## src/rtl/cpu_pkg.sv

```systemverilog
// Shared CPU definitions: datapath defaults, ALU op codes and the forward-source select type.
package cpu_pkg;

  localparam int XLEN_DEF   = 32;
  localparam int REG_AW_DEF = 5;
  localparam int PC_W_DEF   = 32;
  localparam int ALU_OP_W   = 4;

  localparam logic [ALU_OP_W-1:0] ADD = 4'd0;
  localparam logic [ALU_OP_W-1:0] SUB = 4'd1;
  localparam logic [ALU_OP_W-1:0] AND = 4'd2;
  localparam logic [ALU_OP_W-1:0] OR  = 4'd3;
  localparam logic [ALU_OP_W-1:0] XOR = 4'd4;
  localparam logic [ALU_OP_W-1:0] SRA = 4'd5;
  localparam logic [ALU_OP_W-1:0] SRL = 4'd6;
  localparam logic [ALU_OP_W-1:0] SLL = 4'd7;
  localparam logic [ALU_OP_W-1:0] SLT = 4'd8;
  localparam logic [ALU_OP_W-1:0] EQ  = 4'd9;

  typedef enum logic [1:0] {
    FWD_NONE  = 2'd0,
    FWD_EXMEM = 2'd1,
    FWD_MEMWB = 2'd2
  } fwd_src_e;

endpackage

```

## src/rtl/ex_operand_stage_if.sv

```systemverilog
// Decode-side, forwarding-source and ALU-side signal bundle of the ID/EX operand stage.
interface ex_operand_stage_if
  import cpu_pkg::*;
#(
  parameter int XLEN   = XLEN_DEF,
  parameter int REG_AW = REG_AW_DEF,
  parameter int PC_W   = PC_W_DEF
);
  logic                id_valid;
  logic [ALU_OP_W-1:0] id_alu_op;
  logic [REG_AW-1:0]   id_rs1;
  logic [REG_AW-1:0]   id_rs2;
  logic                id_uses_rs1;
  logic                id_uses_rs2;
  logic [XLEN-1:0]     id_rs1_data;
  logic [XLEN-1:0]     id_rs2_data;
  logic [XLEN-1:0]     id_imm;
  logic                id_use_imm;
  logic                id_use_pc;
  logic [PC_W-1:0]     id_pc;
  logic [REG_AW-1:0]   id_rd;
  logic                id_reg_write;
  logic                id_mem_read;
  logic                id_mem_write;

  logic [REG_AW-1:0]   exmem_rd;
  logic                exmem_reg_write;
  logic [XLEN-1:0]     exmem_result;
  logic [REG_AW-1:0]   memwb_rd;
  logic                memwb_reg_write;
  logic [XLEN-1:0]     memwb_result;

  logic                hazard_stall;
  logic                ex_valid;
  logic [ALU_OP_W-1:0] alu_op;
  logic [XLEN-1:0]     operand_a;
  logic [XLEN-1:0]     operand_b;
  logic [XLEN-1:0]     ex_store_data;
  logic [REG_AW-1:0]   ex_rd;
  logic                ex_reg_write;
  logic                ex_mem_read;
  logic                ex_mem_write;
  logic [PC_W-1:0]     ex_pc;

  modport master (
    output id_valid, id_alu_op, id_rs1, id_rs2, id_uses_rs1, id_uses_rs2,
           id_rs1_data, id_rs2_data, id_imm, id_use_imm, id_use_pc, id_pc,
           id_rd, id_reg_write, id_mem_read, id_mem_write,
           exmem_rd, exmem_reg_write, exmem_result,
           memwb_rd, memwb_reg_write, memwb_result,
    input  hazard_stall, ex_valid, alu_op, operand_a, operand_b, ex_store_data,
           ex_rd, ex_reg_write, ex_mem_read, ex_mem_write, ex_pc
  );

  modport slave (
    input  id_valid, id_alu_op, id_rs1, id_rs2, id_uses_rs1, id_uses_rs2,
           id_rs1_data, id_rs2_data, id_imm, id_use_imm, id_use_pc, id_pc,
           id_rd, id_reg_write, id_mem_read, id_mem_write,
           exmem_rd, exmem_reg_write, exmem_result,
           memwb_rd, memwb_reg_write, memwb_result,
    output hazard_stall, ex_valid, alu_op, operand_a, operand_b, ex_store_data,
           ex_rd, ex_reg_write, ex_mem_read, ex_mem_write, ex_pc
  );
endinterface

```

## src/rtl/ex_fwd_mux.sv

```systemverilog
// Priority forward select for one source register: EX/MEM, then MEM/WB, then stored data; x0 never forwards.
module ex_fwd_mux
  import cpu_pkg::*;
#(
  parameter int XLEN   = XLEN_DEF,
  parameter int REG_AW = REG_AW_DEF
) (
  input  logic [REG_AW-1:0] src_i,
  input  logic [XLEN-1:0]   stored_i,
  input  logic [REG_AW-1:0] exmem_rd_i,
  input  logic              exmem_we_i,
  input  logic [XLEN-1:0]   exmem_result_i,
  input  logic [REG_AW-1:0] memwb_rd_i,
  input  logic              memwb_we_i,
  input  logic [XLEN-1:0]   memwb_result_i,
  output logic [XLEN-1:0]   data_o
);
  fwd_src_e sel;

  // Later assignment wins, so the younger EX/MEM producer overrides MEM/WB.
  always_comb begin
    sel = FWD_NONE;
    if (memwb_we_i && (memwb_rd_i != '0) && (memwb_rd_i == src_i)) sel = FWD_MEMWB;
    if (exmem_we_i && (exmem_rd_i != '0) && (exmem_rd_i == src_i)) sel = FWD_EXMEM;
  end

  always_comb begin
    data_o = stored_i;
    unique case (sel)
      FWD_EXMEM: data_o = exmem_result_i;
      FWD_MEMWB: data_o = memwb_result_i;
      default:   data_o = stored_i;
    endcase
  end
endmodule

```

## src/rtl/ex_operand_stage.sv

```systemverilog
// ID/EX register with operand forwarding and load-use bubble insertion.
// Build option EX_FORWARD_EN: defined = forward from EX/MEM and MEM/WB; undefined = stall on every RAW.
module ex_operand_stage
  import cpu_pkg::*;
#(
  parameter int XLEN   = XLEN_DEF,
  parameter int REG_AW = REG_AW_DEF,
  parameter int PC_W   = PC_W_DEF
) (
  input  logic               clk,
  input  logic               rst,
  input  logic               stall,
  input  logic               flush,
  ex_operand_stage_if.slave  bus
);
  logic                valid_q,     valid_d;
  logic [ALU_OP_W-1:0] alu_op_q,    alu_op_d;
  logic [REG_AW-1:0]   rs1_q,       rs1_d;
  logic [REG_AW-1:0]   rs2_q,       rs2_d;
  logic [XLEN-1:0]     rs1_data_q,  rs1_data_d;
  logic [XLEN-1:0]     rs2_data_q,  rs2_data_d;
  logic [XLEN-1:0]     imm_q,       imm_d;
  logic                use_imm_q,   use_imm_d;
  logic                use_pc_q,    use_pc_d;
  logic [PC_W-1:0]     pc_q,        pc_d;
  logic [REG_AW-1:0]   rd_q,        rd_d;
  logic                reg_write_q, reg_write_d;
  logic                mem_read_q,  mem_read_d;
  logic                mem_write_q, mem_write_d;

  logic [XLEN-1:0]     fwd_rs1;
  logic [XLEN-1:0]     fwd_rs2;
  logic                hz_raw;
  logic                hz_stall;

  // True when the instruction in decode reads register rd and that producer is live.
  function automatic logic raw_hit(input logic [REG_AW-1:0] rd, input logic live,
                                   input logic id_v,
                                   input logic u1, input logic [REG_AW-1:0] s1,
                                   input logic u2, input logic [REG_AW-1:0] s2);
    return id_v && live && (rd != '0) && ((u1 && (s1 == rd)) || (u2 && (s2 == rd)));
  endfunction

  logic load_use;
  assign load_use = raw_hit(rd_q, valid_q & mem_read_q, bus.id_valid,
                            bus.id_uses_rs1, bus.id_rs1, bus.id_uses_rs2, bus.id_rs2);

`ifdef EX_FORWARD_EN
  ex_fwd_mux #(.XLEN(XLEN), .REG_AW(REG_AW)) u_fwd_rs1 (
    .src_i          (rs1_q),
    .stored_i       (rs1_data_q),
    .exmem_rd_i     (bus.exmem_rd),
    .exmem_we_i     (bus.exmem_reg_write),
    .exmem_result_i (bus.exmem_result),
    .memwb_rd_i     (bus.memwb_rd),
    .memwb_we_i     (bus.memwb_reg_write),
    .memwb_result_i (bus.memwb_result),
    .data_o         (fwd_rs1)
  );

  ex_fwd_mux #(.XLEN(XLEN), .REG_AW(REG_AW)) u_fwd_rs2 (
    .src_i          (rs2_q),
    .stored_i       (rs2_data_q),
    .exmem_rd_i     (bus.exmem_rd),
    .exmem_we_i     (bus.exmem_reg_write),
    .exmem_result_i (bus.exmem_result),
    .memwb_rd_i     (bus.memwb_rd),
    .memwb_we_i     (bus.memwb_reg_write),
    .memwb_result_i (bus.memwb_result),
    .data_o         (fwd_rs2)
  );

  assign hz_raw = load_use;
`else
  // Without bypass paths every in-flight producer of a decode source must drain first.
  assign fwd_rs1 = rs1_data_q;
  assign fwd_rs2 = rs2_data_q;

  logic unused_fwd_src;
  assign unused_fwd_src = ^{bus.exmem_result, bus.memwb_result, rs1_q, rs2_q};

  assign hz_raw = load_use
      | raw_hit(rd_q, valid_q & reg_write_q, bus.id_valid,
                bus.id_uses_rs1, bus.id_rs1, bus.id_uses_rs2, bus.id_rs2)
      | raw_hit(bus.exmem_rd, bus.exmem_reg_write, bus.id_valid,
                bus.id_uses_rs1, bus.id_rs1, bus.id_uses_rs2, bus.id_rs2)
      | raw_hit(bus.memwb_rd, bus.memwb_reg_write, bus.id_valid,
                bus.id_uses_rs1, bus.id_rs1, bus.id_uses_rs2, bus.id_rs2);
`endif

  assign hz_stall = hz_raw & ~flush;

  always_comb begin
    valid_d     = valid_q;
    alu_op_d    = alu_op_q;
    rs1_d       = rs1_q;
    rs2_d       = rs2_q;
    rs1_data_d  = rs1_data_q;
    rs2_data_d  = rs2_data_q;
    imm_d       = imm_q;
    use_imm_d   = use_imm_q;
    use_pc_d    = use_pc_q;
    pc_d        = pc_q;
    rd_d        = rd_q;
    reg_write_d = reg_write_q;
    mem_read_d  = mem_read_q;
    mem_write_d = mem_write_q;
    if (stall) begin
      // Refresh held operands so a producer retiring during the freeze is not lost.
      rs1_data_d = fwd_rs1;
      rs2_data_d = fwd_rs2;
    end else begin
      valid_d     = bus.id_valid;
      alu_op_d    = bus.id_alu_op;
      rs1_d       = bus.id_rs1;
      rs2_d       = bus.id_rs2;
      rs1_data_d  = bus.id_rs1_data;
      rs2_data_d  = bus.id_rs2_data;
      imm_d       = bus.id_imm;
      use_imm_d   = bus.id_use_imm;
      use_pc_d    = bus.id_use_pc;
      pc_d        = bus.id_pc;
      rd_d        = bus.id_rd;
      reg_write_d = bus.id_reg_write;
      mem_read_d  = bus.id_mem_read;
      mem_write_d = bus.id_mem_write;
      if (flush || hz_stall) begin
        valid_d     = 1'b0;
        reg_write_d = 1'b0;
        mem_read_d  = 1'b0;
        mem_write_d = 1'b0;
      end
    end
  end

  always_ff @(posedge clk) begin
    if (rst) begin
      valid_q     <= 1'b0;
      alu_op_q    <= ADD;
      rs1_q       <= '0;
      rs2_q       <= '0;
      rs1_data_q  <= '0;
      rs2_data_q  <= '0;
      imm_q       <= '0;
      use_imm_q   <= 1'b0;
      use_pc_q    <= 1'b0;
      pc_q        <= '0;
      rd_q        <= '0;
      reg_write_q <= 1'b0;
      mem_read_q  <= 1'b0;
      mem_write_q <= 1'b0;
    end else begin
      valid_q     <= valid_d;
      alu_op_q    <= alu_op_d;
      rs1_q       <= rs1_d;
      rs2_q       <= rs2_d;
      rs1_data_q  <= rs1_data_d;
      rs2_data_q  <= rs2_data_d;
      imm_q       <= imm_d;
      use_imm_q   <= use_imm_d;
      use_pc_q    <= use_pc_d;
      pc_q        <= pc_d;
      rd_q        <= rd_d;
      reg_write_q <= reg_write_d;
      mem_read_q  <= mem_read_d;
      mem_write_q <= mem_write_d;
    end
  end

  assign bus.hazard_stall  = hz_stall;
  assign bus.ex_valid      = valid_q;
  assign bus.alu_op        = alu_op_q;
  assign bus.operand_a     = use_pc_q ? XLEN'(pc_q) : fwd_rs1;
  assign bus.operand_b     = use_imm_q ? imm_q : fwd_rs2;
  assign bus.ex_store_data = fwd_rs2;
  assign bus.ex_rd         = rd_q;
  assign bus.ex_reg_write  = reg_write_q;
  assign bus.ex_mem_read   = mem_read_q;
  assign bus.ex_mem_write  = mem_write_q;
  assign bus.ex_pc         = pc_q;
endmodule

```

## src/flat_wrapper.sv

```systemverilog
// flat-port wrapper written by rule: the top's interface ports become plain ports
module ex_operand_stage_flat import cpu_pkg::*;
#(
  parameter int XLEN   = XLEN_DEF,
  parameter int REG_AW = REG_AW_DEF,
  parameter int PC_W   = PC_W_DEF
)
  (clk, rst, stall, flush, bus_id_valid, bus_id_alu_op, bus_id_rs1, bus_id_rs2, bus_id_uses_rs1, bus_id_uses_rs2, bus_id_rs1_data, bus_id_rs2_data, bus_id_imm, bus_id_use_imm, bus_id_use_pc, bus_id_pc, bus_id_rd, bus_id_reg_write, bus_id_mem_read, bus_id_mem_write, bus_exmem_rd, bus_exmem_reg_write, bus_exmem_result, bus_memwb_rd, bus_memwb_reg_write, bus_memwb_result, bus_hazard_stall, bus_ex_valid, bus_alu_op, bus_operand_a, bus_operand_b, bus_ex_store_data, bus_ex_rd, bus_ex_reg_write, bus_ex_mem_read, bus_ex_mem_write, bus_ex_pc);
  ex_operand_stage_if #(.XLEN(XLEN), .REG_AW(REG_AW), .PC_W(PC_W)) bus_i ();
  input  logic clk;
  input  logic rst;
  input  logic stall;
  input  logic flush;
  input wire logic [$bits(bus_i.id_valid)-1:0] bus_id_valid;
  input wire logic [$bits(bus_i.id_alu_op)-1:0] bus_id_alu_op;
  input wire logic [$bits(bus_i.id_rs1)-1:0] bus_id_rs1;
  input wire logic [$bits(bus_i.id_rs2)-1:0] bus_id_rs2;
  input wire logic [$bits(bus_i.id_uses_rs1)-1:0] bus_id_uses_rs1;
  input wire logic [$bits(bus_i.id_uses_rs2)-1:0] bus_id_uses_rs2;
  input wire logic [$bits(bus_i.id_rs1_data)-1:0] bus_id_rs1_data;
  input wire logic [$bits(bus_i.id_rs2_data)-1:0] bus_id_rs2_data;
  input wire logic [$bits(bus_i.id_imm)-1:0] bus_id_imm;
  input wire logic [$bits(bus_i.id_use_imm)-1:0] bus_id_use_imm;
  input wire logic [$bits(bus_i.id_use_pc)-1:0] bus_id_use_pc;
  input wire logic [$bits(bus_i.id_pc)-1:0] bus_id_pc;
  input wire logic [$bits(bus_i.id_rd)-1:0] bus_id_rd;
  input wire logic [$bits(bus_i.id_reg_write)-1:0] bus_id_reg_write;
  input wire logic [$bits(bus_i.id_mem_read)-1:0] bus_id_mem_read;
  input wire logic [$bits(bus_i.id_mem_write)-1:0] bus_id_mem_write;
  input wire logic [$bits(bus_i.exmem_rd)-1:0] bus_exmem_rd;
  input wire logic [$bits(bus_i.exmem_reg_write)-1:0] bus_exmem_reg_write;
  input wire logic [$bits(bus_i.exmem_result)-1:0] bus_exmem_result;
  input wire logic [$bits(bus_i.memwb_rd)-1:0] bus_memwb_rd;
  input wire logic [$bits(bus_i.memwb_reg_write)-1:0] bus_memwb_reg_write;
  input wire logic [$bits(bus_i.memwb_result)-1:0] bus_memwb_result;
  output wire logic [$bits(bus_i.hazard_stall)-1:0] bus_hazard_stall;
  output wire logic [$bits(bus_i.ex_valid)-1:0] bus_ex_valid;
  output wire logic [$bits(bus_i.alu_op)-1:0] bus_alu_op;
  output wire logic [$bits(bus_i.operand_a)-1:0] bus_operand_a;
  output wire logic [$bits(bus_i.operand_b)-1:0] bus_operand_b;
  output wire logic [$bits(bus_i.ex_store_data)-1:0] bus_ex_store_data;
  output wire logic [$bits(bus_i.ex_rd)-1:0] bus_ex_rd;
  output wire logic [$bits(bus_i.ex_reg_write)-1:0] bus_ex_reg_write;
  output wire logic [$bits(bus_i.ex_mem_read)-1:0] bus_ex_mem_read;
  output wire logic [$bits(bus_i.ex_mem_write)-1:0] bus_ex_mem_write;
  output wire logic [$bits(bus_i.ex_pc)-1:0] bus_ex_pc;
  assign bus_i.id_valid = bus_id_valid;
  assign bus_i.id_alu_op = bus_id_alu_op;
  assign bus_i.id_rs1 = bus_id_rs1;
  assign bus_i.id_rs2 = bus_id_rs2;
  assign bus_i.id_uses_rs1 = bus_id_uses_rs1;
  assign bus_i.id_uses_rs2 = bus_id_uses_rs2;
  assign bus_i.id_rs1_data = bus_id_rs1_data;
  assign bus_i.id_rs2_data = bus_id_rs2_data;
  assign bus_i.id_imm = bus_id_imm;
  assign bus_i.id_use_imm = bus_id_use_imm;
  assign bus_i.id_use_pc = bus_id_use_pc;
  assign bus_i.id_pc = bus_id_pc;
  assign bus_i.id_rd = bus_id_rd;
  assign bus_i.id_reg_write = bus_id_reg_write;
  assign bus_i.id_mem_read = bus_id_mem_read;
  assign bus_i.id_mem_write = bus_id_mem_write;
  assign bus_i.exmem_rd = bus_exmem_rd;
  assign bus_i.exmem_reg_write = bus_exmem_reg_write;
  assign bus_i.exmem_result = bus_exmem_result;
  assign bus_i.memwb_rd = bus_memwb_rd;
  assign bus_i.memwb_reg_write = bus_memwb_reg_write;
  assign bus_i.memwb_result = bus_memwb_result;
  assign bus_hazard_stall = bus_i.hazard_stall;
  assign bus_ex_valid = bus_i.ex_valid;
  assign bus_alu_op = bus_i.alu_op;
  assign bus_operand_a = bus_i.operand_a;
  assign bus_operand_b = bus_i.operand_b;
  assign bus_ex_store_data = bus_i.ex_store_data;
  assign bus_ex_rd = bus_i.ex_rd;
  assign bus_ex_reg_write = bus_i.ex_reg_write;
  assign bus_ex_mem_read = bus_i.ex_mem_read;
  assign bus_ex_mem_write = bus_i.ex_mem_write;
  assign bus_ex_pc = bus_i.ex_pc;
  ex_operand_stage #(.XLEN(XLEN), .REG_AW(REG_AW), .PC_W(PC_W)) u_core (.clk(clk), .rst(rst), .stall(stall), .flush(flush), .bus(bus_i));
endmodule
```

## config.mk

```make
export PLATFORM = sky130hd
export DESIGN_NAME = ex_operand_stage_flat
export DESIGN_NICKNAME = d
export VERILOG_FILES = /design/src/rtl/cpu_pkg.sv /design/src/rtl/ex_operand_stage_if.sv /design/src/rtl/ex_fwd_mux.sv /design/src/rtl/ex_operand_stage.sv /design/src/flat_wrapper.sv
export SDC_FILE = /design/constraint.sdc
export NUM_CORES = 1
export LEC_CHECK = 0
export ABC_CLOCK_PERIOD_IN_PS = 1670
export CAP_MARGIN = 5
export CORE_AREA = 2 2 146 148
export DETAILED_ROUTE_END_ITERATION = 7
export DIE_AREA = 0 0 148 150
export GPL_ROUTABILITY_DRIVEN = 0
export GPL_TIMING_DRIVEN = 1
export HOLD_SLACK_MARGIN = 0.06
export PLACE_DENSITY = 0.78
export SLEW_MARGIN = 20
export SYNTH_ARGS = -nofsm -noshare
export SYNTH_HDL_FRONTEND = slang
export SYNTH_SLANG_ARGS = --single-unit
```

## constraint.sdc

```tcl
create_clock -name clk -period 1.67 [get_ports clk]
set_input_delay 0.2505 -clock clk [delete_from_list [all_inputs] [get_ports clk]]
set_output_delay 0.2505 -clock clk [all_outputs]
set_load 0.01 [all_outputs]
```

* Word level (Yosys, flattened, before mapping)
Cells that the tools add are included.
Operators by class: bitwise operators 7, multiplexer cells 6, reduce and logical (&&, ||, !) cells 25, eq/ne operators 6
Operators with widths (count):
- two-way mux 32 bit | 2
- == test 5 bit | 6
- logical AND 1 bit | 18
- nonzero test 5 bit | 3
- logical OR 1 bit | 4
- two-way mux 1 bit | 4
- bitwise AND 1 bit | 3
- OR 1 bit | 3
- inverter 1 bit | 1
Word-level totals: output and inout port bits 142, word-level logic and storage cells 56, input bits 235, flip-flop bits (word level) 143

* Logic depth before layout (Yosys ltp)
Gate-level depths: netlist of the first run.
word-level depth 10, gate-level depth with buffers 5, mapped depth without buffers 5

* Worst setup path before layout of the first run
No wires, ideal clock.
kind input -> output, start in bus_memwb_rd[1], end out bus_hazard_stall, slack -140 ps, arrival time 1559 ps, stages on the path 4, buffers on the path 0, required time 1419 ps, cell sequence or3_1 o311a_1 a222oi_1 nor2_1
On the way: word-level cells in the longest chain between the ends 6, elaborated cells between the ends (all ways) 10, classes of those cells 2 x eq/ne; 2 x bitwise; 6 x reduce/logical
Ends and longest elaborated chain:
- start, declared | line flat_wrapper.sv:33 | input wire logic [$bits(bus_i.memwb_rd)-1:0] bus_memwb_rd;
- == test 5 bit | line ex_operand_stage.sv:41 | return id_v && live && (rd != '0) && ((u1 && (s1 == rd)) || (u2 && (s2 == rd)));
- logical AND 1 bit | line ex_operand_stage.sv:41
- logical OR 1 bit | line ex_operand_stage.sv:41
- logical AND 1 bit * | line ex_operand_stage.sv:41
- OR 1 bit * | line ex_operand_stage.sv:87 | | raw_hit(bus.memwb_rd, bus.memwb_reg_write, bus.id_valid,
- bitwise AND 1 bit * | line ex_operand_stage.sv:91 | assign hz_stall = hz_raw & ~flush;
- end, declared | line flat_wrapper.sv:36 | output wire logic [$bits(bus_i.hazard_stall)-1:0] bus_hazard_stall;
Every way passes the cells marked *; elsewhere a longest branch is shown, timed or not.

* Worst setup path in the final report of the first run
start in bus_exmem_rd[4], end out bus_hazard_stall
On the way: word-level cells in the longest chain between the ends 7, elaborated cells between the ends (all ways) 11, classes of those cells 2 x eq/ne; 3 x bitwise; 6 x reduce/logical
Ends and longest elaborated chain:
- start, declared | line flat_wrapper.sv:30 | input wire logic [$bits(bus_i.exmem_rd)-1:0] bus_exmem_rd;
- == test 5 bit | line ex_operand_stage.sv:41
- logical AND 1 bit | line ex_operand_stage.sv:41
- logical OR 1 bit | line ex_operand_stage.sv:41
- logical AND 1 bit * | line ex_operand_stage.sv:41
- OR 1 bit * | line ex_operand_stage.sv:85 | | raw_hit(bus.exmem_rd, bus.exmem_reg_write, bus.id_valid,
- OR 1 bit * | line ex_operand_stage.sv:87
- bitwise AND 1 bit * | line ex_operand_stage.sv:91
Marked as above.

==> run metrics, run 1 <==
status=complete, but fails checks; failing checks=negative setup slack; grt total ovfl=0; worst hold slack=0.2483 ns; Final Hold Fails=0; DRC Markers=0; Post-Route WL=20670 um; warnings from Yosys=0; H-tree levels=4; Crit-path slowest cell=clkdlybuf4s50_1; n_diodes=0; Die Wd=148 um; syn_area_per_cell=10.31 um2; count of pins over their slew limit=0; Worst Path Required=1.42 ns; initial antenna violation count=0; Clock Tree Buf Depth=2; Ports=377; Area Growth Syn to Fin=84.33%; global-route wire length before repair=31150 um; cts bufs inserted=17; sequential fraction of design power=37.7%; Slew @ Worst Pin=0.4182 ns; family with the most delay on the worst path=buffers and inverters; RSZ-0062 raised after global routing=yes; Fin Clk Skew=0.001044 ns; TritonCTS sink count=143; pre-CTS setup slack=-0.9458 ns; P_leak=0.005145 uW; worst hold path type=in -> reg; power share of the combinational group=20.9%; synth top area cells=dfxtp_1 46%, mux2i_1 23%, mux2_2 12%; Clk pin slew, worst setup/hold paths=0.06 ns; Reg2Reg Setup Slack=0.14 ns; TritonCTS clock tree=yes; FMAX=489.6 MHz; largest area contributor in the netlist=dfxtp_1; gr usage total=17.88%; Port Buffers=312; pin count of the biggest net entering global routing=35; Yosys top cell area share=46.45%; post-synthesis compound-gate area fraction=1.583%; adder-cell share of the synthesized area=0%; initial core utilization=29.79%; Max-Cap Viols=0; ANT nets after route=0; Switching Fraction=25.07%; post-synthesis register bit count=143; WP buf/inv=3; Crit Path Category=in -> out; Vias/cell=4.509; Tot Pwr=9975 uW; Clock power frac=41.4%; Synth Area in Simple Gates=10.82%; largest family of logic cells by synthesized area=multiplexers; final setup fails=63; crit path cell chain=clkdlybuf4s50_1, o311a_4, a222oi_1, buf_4, nor2_2, buf_2; Final Cycle Share=122.3%; worst skew pair latency=0.42 ns; share of synthesized area spent on multiplexers=34.27%; area post-placement=9899 um2; die height=150 um; Core ar.=20690 um2; Synth cell types=21; Final min period=2.042 ns; setup_tns=-7.478 ns; First-pass DRT Iterations=4; Crit path arrival time=1.79 ns; via count=5650; die area=22200 um2; DRT iter0 DRCs=133; Mapped Cells=598; Peak VDD IR=632.5 uV; drt wl/cell=16.49 um; max_slew headroom=72.12%; Worst setup EP type=output port; P_sw=2501 uW; # nets final=1200; Post-Syn Area=6163 um2; finished layout cell area=11360 um2; Cell Int Power=7474 uW; crit path launch type=input pin; sequential share of the synthesized area=46.45%; max incr delay on CP=0.52 ns; FP Rows=53; power per cell area=878.0 nW/um2; crit-path max FO=3; layout cell share with drive strength beyond 1=25.77%; final setup margin=-0.3724 ns; vias in the first global route=5739; Root Buffer=clkbuf_16; syn_nets=833; Post-Synth XOR/XNOR Area=4.263%; hpwl dp=14090 um
[kinds of logic after synthesis]
group                  after synthesis
flip-flops                         143
buffers and inverters               42
AO/OA/AOI/OAI                       12
multiplexers                       203
XOR/XNOR                            30
AND/OR/NAND/NOR                    168
[cell usage in the layout, fill, tap and decap left out, types with 2 or more instances in the layout]
master,synthesis,final
buf_6,0,77
bufinv_16,0,4
mux2_2,64,8
dlygate4sd2_1,0,12
mux2i_1,139,139
buf_8,0,6
buf_16,0,3
o22ai_1,3,3
dfxtp_1,143,136
nand2_1,10,10
nor2_1,145,144
clkdlybuf4s50_1,0,216
buf_12,0,17
clkdlybuf4s15_1,0,2
dfxtp_2,0,2
buf_4,0,33
nor3b_1,4,4
xnor2_1,30,30
clkbuf_16,0,17
buf_2,3,10
clkinvlp_4,0,2
inv_6,0,4
dlymetal6s2s_1,0,12
nand4_1,6,6
clkinv_4,0,2
mux2_4,0,56
dfxtp_4,0,5
a31o_1,4,4
[final timing paths]
check,from,depth (start not counted),endpoint
setup / recovery,bus_exmem_rd[4],6,bus_hazard_stall
hold / removal,rst,2,u_core.bus.ex_store_data[26]
setup reg to reg,u_core.bus.ex_rd[4],7,u_core.bus.ex_mem_write
hold reg to reg,u_core.imm_q[13],2,u_core.imm_q[13]
[cell type report]
class                   count  area (um2)
multi-input cells         413        3367
inverters                   1       3.754
fillers                  1783        9329
well taps                 275       344.1
flip-flops and latches    143        2884
clock inverters            14       203.9
clock buffers              18       429.2
repair buffers            389        4129
[synth_stat cells]
master / instances
xnor2_1: 30
o22ai_1: 3
nand4_1: 6
a222oi_1: 1
or3_1: 2
mux2i_1: 139
buf_1: 10
o311a_1: 1
mux2_2: 64
nor3b_1: 4
nand2_1: 10
nor2_1: 145
a21oi_1: 1
o211ai_1: 1
a31o_1: 4
buf_2: 3
clkbuf_1: 28
inv_1: 1
o311a_2: 1
dfxtp_1: 143
nor3_1: 1
[sequential cells by signal, indices dropped and copies added, names as in the netlist]
register / flops
u_core.bus.alu_op: 4
u_core.bus.ex_mem_read: 1
u_core.bus.ex_mem_write: 1
u_core.bus.ex_pc: 32
u_core.bus.ex_rd: 5
u_core.bus.ex_reg_write: 1
u_core.bus.ex_store_data: 32
u_core.bus.ex_valid: 1
u_core.fwd_rs1: 32
u_core.imm_q: 32
u_core.use_imm_q: 1
u_core.use_pc_q: 1
[power groups by stage]
stage / Sequential [uW] / Combinational, uW / Clock [uW]
after global placement: 3820 / 1810 / 0
final: 3770 / 2080 / 4130
after detailed placement: 3830 / 1830 / 0
after CTS: 3760 / 2040 / 4230
after floorplan: 3840 / 716 / 0
after global routing: 3790 / 2220 / 4360
[routing by layer]
metal / global-route usage, % / vias up / part of all wire (%) / wire length, um
li1: - / 2775 / - / -
met1: 20.58 / 2663 / 41 / 8471
met2: 31.74 / 183 / 52 / 10650
met3: 4.909 / 29 / 5.7 / 1180
met4: 6.524 / 0 / 1.8 / 363
met5: 0 / - / 0 / 0
[metrics by stage]
| stage | utilization [%] | std cells |
|---|---|---|
| 3_3_place_gp | 47.85 | 1184 |
| 2_1_floorplan | - | 598 |
| 5_1_grt | 54.91 | 1253 |
| 4_1_cts | 53.97 | 1246 |
| 3_5_place_dp | 47.85 | 1184 |
| 6_report | 54.91 | 1253 |
[worst reg2reg max path: cells and delay by family (launching register included)]
kind            cells  cell delay [ns]
buf+inv             2             0.31
simple gates        1             0.10
compound gates      3             0.51
flops               1             0.36
xor+xnor            1             0.15
[timing repair]
| item | CTS | global route |
|---|---|---|
| pin swaps | 5 | 2 |
| gates resized for setup | 428 | 45 |
| setup buffers | 27 | 12 |
| cloned | 3 | 0 |
| hold buffers | 0 | 0 |
| endpoints found under the setup margin | 76 | 69 |
(Power assumes the default switching activity.)
==> inputs of run 2 (changes only) <==
--- a/config.mk
+++ b/config.mk
@@ -10,11 +10,13 @@
 export CORE_AREA = 2 2 146 148
 export DETAILED_ROUTE_END_ITERATION = 7
 export DIE_AREA = 0 0 148 150
+export DONT_BUFFER_PORTS = 1
 export GPL_ROUTABILITY_DRIVEN = 0
 export GPL_TIMING_DRIVEN = 1
 export HOLD_SLACK_MARGIN = 0.06
-export PLACE_DENSITY = 0.78
-export SLEW_MARGIN = 20
+export PLACE_DENSITY = 0.53
+export SLEW_MARGIN = 15
 export SYNTH_ARGS = -nofsm -noshare
 export SYNTH_HDL_FRONTEND = slang
 export SYNTH_SLANG_ARGS = --single-unit
+export TNS_END_PERCENT = 20
==> run 2 against run 1 <==
Synthesized cell count did not move. Area after synthesis did not move. The flow now stops in 4_1_cts.
==> run metrics, run 2 <==
Die Wd=148 um (unchanged); Post-Syn Area=6163 um2 (unchanged); Root Buffer=clkbuf_16; largest area contributor in the netlist=dfxtp_1; Top FF cell, synth=dfxtp_1; top-count cell post-synth=nor2_1; FFs w/ async S/R, synth=0% (unchanged); hpwl dp=10830 um (-23%); H-tree levels=4 (unchanged); die height=150 um (unchanged); Ports=377 (unchanged); Synth top cells by count=145 x nor2_1, 143 x dfxtp_1, 139 x mux2i_1; post-synthesis register bit count=143 (unchanged); Synth cell types=21 (unchanged); Port Buffers=0 (-100%); warnings from Yosys=0 (unchanged); buffers inserted by post-CTS timing repair=3 (-89%); Mapped Cells=598 (unchanged); FP Rows=53 (unchanged); syn_area_per_cell=10.31 um2 (unchanged); syn_nets=833 (unchanged); sequential share of the synthesized area=46.45% (unchanged); Clock Tree Buf Depth=2 (unchanged); CTS resizes=12 (-97%); Yosys top cell area share=46.45% (unchanged); synth top area cells=dfxtp_1 46%, mux2i_1 23%, mux2_2 12%; status=did not finish; TritonCTS sink count=143 (unchanged); Post-synth EDFFs=0 (unchanged); initial core utilization=29.79% (unchanged); Hold Buf Count CTS=176 (+176); last step reached=4_1_cts; First Err=[ERROR RSZ-0060] Max buffer count reached.; cts bufs inserted=17 (unchanged)
[run 2: logic make-up after synthesis]
family | Yosys count | synth area share (%)
muxes | 203 | 34.27
xor gates and xnor gates | 30 | 4.263
DFF | 143 | 46.45
buffers and inverters | 42 | 2.619
and+or+nand+nor | 168 | 10.82
AOI/OAI and AO/OA | 12 | 1.583
[run 2: per-stage QoR]
stage,area [um2],hold WS [ns],setup WS (ns),instances
after floorplan,6163,0.3944,-0.1228,598
after global placement,6451,0.3370,-0.1164,842
after detailed placement,6451,0.3366,-0.1315,842
==> inputs of run 3 (changes only) <==
--- a/config.mk
+++ b/config.mk
@@ -5,16 +5,15 @@
 export SDC_FILE = /design/constraint.sdc
 export NUM_CORES = 1
 export LEC_CHECK = 0
-export ABC_CLOCK_PERIOD_IN_PS = 1670
+export ABC_CLOCK_PERIOD_IN_PS = 2150
 export CAP_MARGIN = 5
-export CORE_AREA = 2 2 146 148
+export CORE_AREA = 2 2 147 149
 export DETAILED_ROUTE_END_ITERATION = 7
-export DIE_AREA = 0 0 148 150
+export DIE_AREA = 0 0 149 151
 export DONT_BUFFER_PORTS = 1
 export GPL_ROUTABILITY_DRIVEN = 0
 export GPL_TIMING_DRIVEN = 1
-export HOLD_SLACK_MARGIN = 0.06
-export PLACE_DENSITY = 0.53
+export PLACE_DENSITY_LB_ADDON = 0.15
 export SLEW_MARGIN = 15
 export SYNTH_ARGS = -nofsm -noshare
 export SYNTH_HDL_FRONTEND = slang
==> constraint.sdc (replaced) <==
create_clock -name clk -period 2.15 [get_ports clk]
set_input_delay 0.3225 -clock clk [delete_from_list [all_inputs] [get_ports clk]]
set_output_delay 0.3225 -clock clk [all_outputs]
set_load 0.01 [all_outputs]
==> run 3 against run 2 <==
The flow now finishes without violations.
==> run metrics, run 3 (synthesis results as in run 1) <==
die height=151 um (+0.67%); First-pass DRT Iterations=4; # nets final=859; TritonCTS clock tree=yes; DRC Markers=0; Reg2Reg Setup Slack=0.59 ns; Vias/cell=4.738; max incr delay on CP=0.42 ns; Final min period=2.004 ns; H-tree levels=4 (unchanged); FP Rows=53 (unchanged); Layout fillers=2090; status=finished, final reports clean; Die Wd=149 um (+0.68%); gr usage total=14.15%; wl on met1=6441 um; Root Buffer=clkbuf_16; Slew @ Worst Pin=0.4913 ns; met2 wire length=8235 um; Worst setup EP type=output port; Area Growth Syn to Fin=21.27%; crit path launch type=register; DRT iter0 DRCs=155; crit-path max FO=5; n_diodes=0; hpwl dp=10870 um (+0.44%); count of pins over their slew limit=0; Fin Clk Skew=0.002871 ns; die area=22500 um2; FMAX=499.1 MHz; initial antenna violation count=0; pin count of the biggest net entering global routing=148; cts bufs inserted=17 (unchanged); Post-Route WL=16440 um; Met3 Wirelength=1525 um; worst skew pair latency=0.41 ns; TritonCTS sink count=143 (unchanged); Crit Path Category=reg -> out; Peak VDD IR=482.0 uV; multi-input logic area=3139 um2; grt total ovfl=0; FF/Latch Area=2869 um2; Final Util=35.90%; RSZ-0062 raised after global routing=no; Crit-path slowest cell=dfxtp_2; P_leak=0.003282 uW; Final Hold Fails=0; Clock Tree Buf Depth=2 (unchanged); global-route wire length before repair=24830 um; max_slew headroom=67.25%; layout cell share with drive strength beyond 1=16.64%; Crit path arrival time=1.68 ns; ANT nets after route=0; most frequent cells in the layout=145 x nor2_1, 139 x mux2i_1, 138 x dfxtp_1; vias in the first global route=4612; Clk pin slew, worst setup/hold paths=0.07 ns; drt wl/cell=18.02 um; buffers inserted by post-CTS timing repair=0 (-3); power per cell area=899.5 nW/um2; Core ar.=20820 um2; final setup fails=0; crit path cell chain=xnor2_1, nand4_1, o22ai_1, a222oi_1, nor2_1; initial core utilization=29.60% (-0.19 points); commonest non-fill, non-tap cell in the layout=nor2_1; worst hold path type=in -> reg; Ports=377 (unchanged); Worst Path Required=1.83 ns; Port Buffers=0 (unchanged); setup_tns=0 ns; Final Cycle Share=93.20%; Max-Cap Viols=0; DR top layer=met4; via count=4321
run 3: path summary, 6_finish.rpt:
| check | startpoint | endpoint | cells past startpoint |
|---|---|---|---|
| max | u_core.bus.ex_rd[0] | bus_hazard_stall | 5 |
| min | bus_id_rs2_data[6] | u_core.bus.ex_store_data[6] | 2 |
| max reg2reg | u_core.use_imm_q | u_core.use_imm_q | 4 |
| min reg2reg | u_core.fwd_rs1[13] | u_core.fwd_rs1[13] | 2 |
run 3: through the flow:
step                      hold slack, ns  std cells  setup slack, ns  power, uW  instance area, um2
after floorplan                   0.4576        598           0.1963       3540                6163
after global placement            0.4062        835           0.2320       3546                6372
after detailed placement          0.4075        835           0.2391       3557                6372
after CTS                        0.02974        912          0.07155       6839                7475
after global routing             0.03280        912          0.01429       7023                7475
final                            0.05274        912           0.1463       6723                7475
run 3: power breakdown:
| part | internal (uW) | switching, uW | total [uW] | leakage [uW] |
|---|---|---|---|---|
| Combinational | 357 | 264 | 621 | 0.00180 |
| Clock | 1920 | 1210 | 3130 | 0.000296 |
| Sequential | 2810 | 164 | 2970 | 0.00118 |
| Total | 5080 | 1640 | 6720 | 0.00328 |
run 3: routing by layer:
layer / vias up / global-route usage (%)
met3: 12 / 5.181
met2: 201 / 24.91
met5: - / 0
li1: 2086 / -
met4: 0 / 5.238
met1: 2022 / 15.65
run 3: worst max-delay path, delay by kind of cell (launching register included):
kind            cells  cell delay, ns
simple gates        2            0.26
xor+xnor            1            0.10
flops               1            0.42
compound gates      2            0.49
run 3: final cells by class:
type,instances,area share [%]
multi-input cells,413,42.00
flip-flops and latches,143,38.38
well taps,275,4.603
repair buffers,48,6.562
clock buffers,19,6.060
inverters,1,0.05022
clock inverters,13,2.343
run 3: timing repair:
action	in CTS	in global routing
endpoints found under the setup margin	1	1
endpoints found under the hold margin	138	0
resized for setup	5	0
pin swaps	0	1
hold buffers	45	0
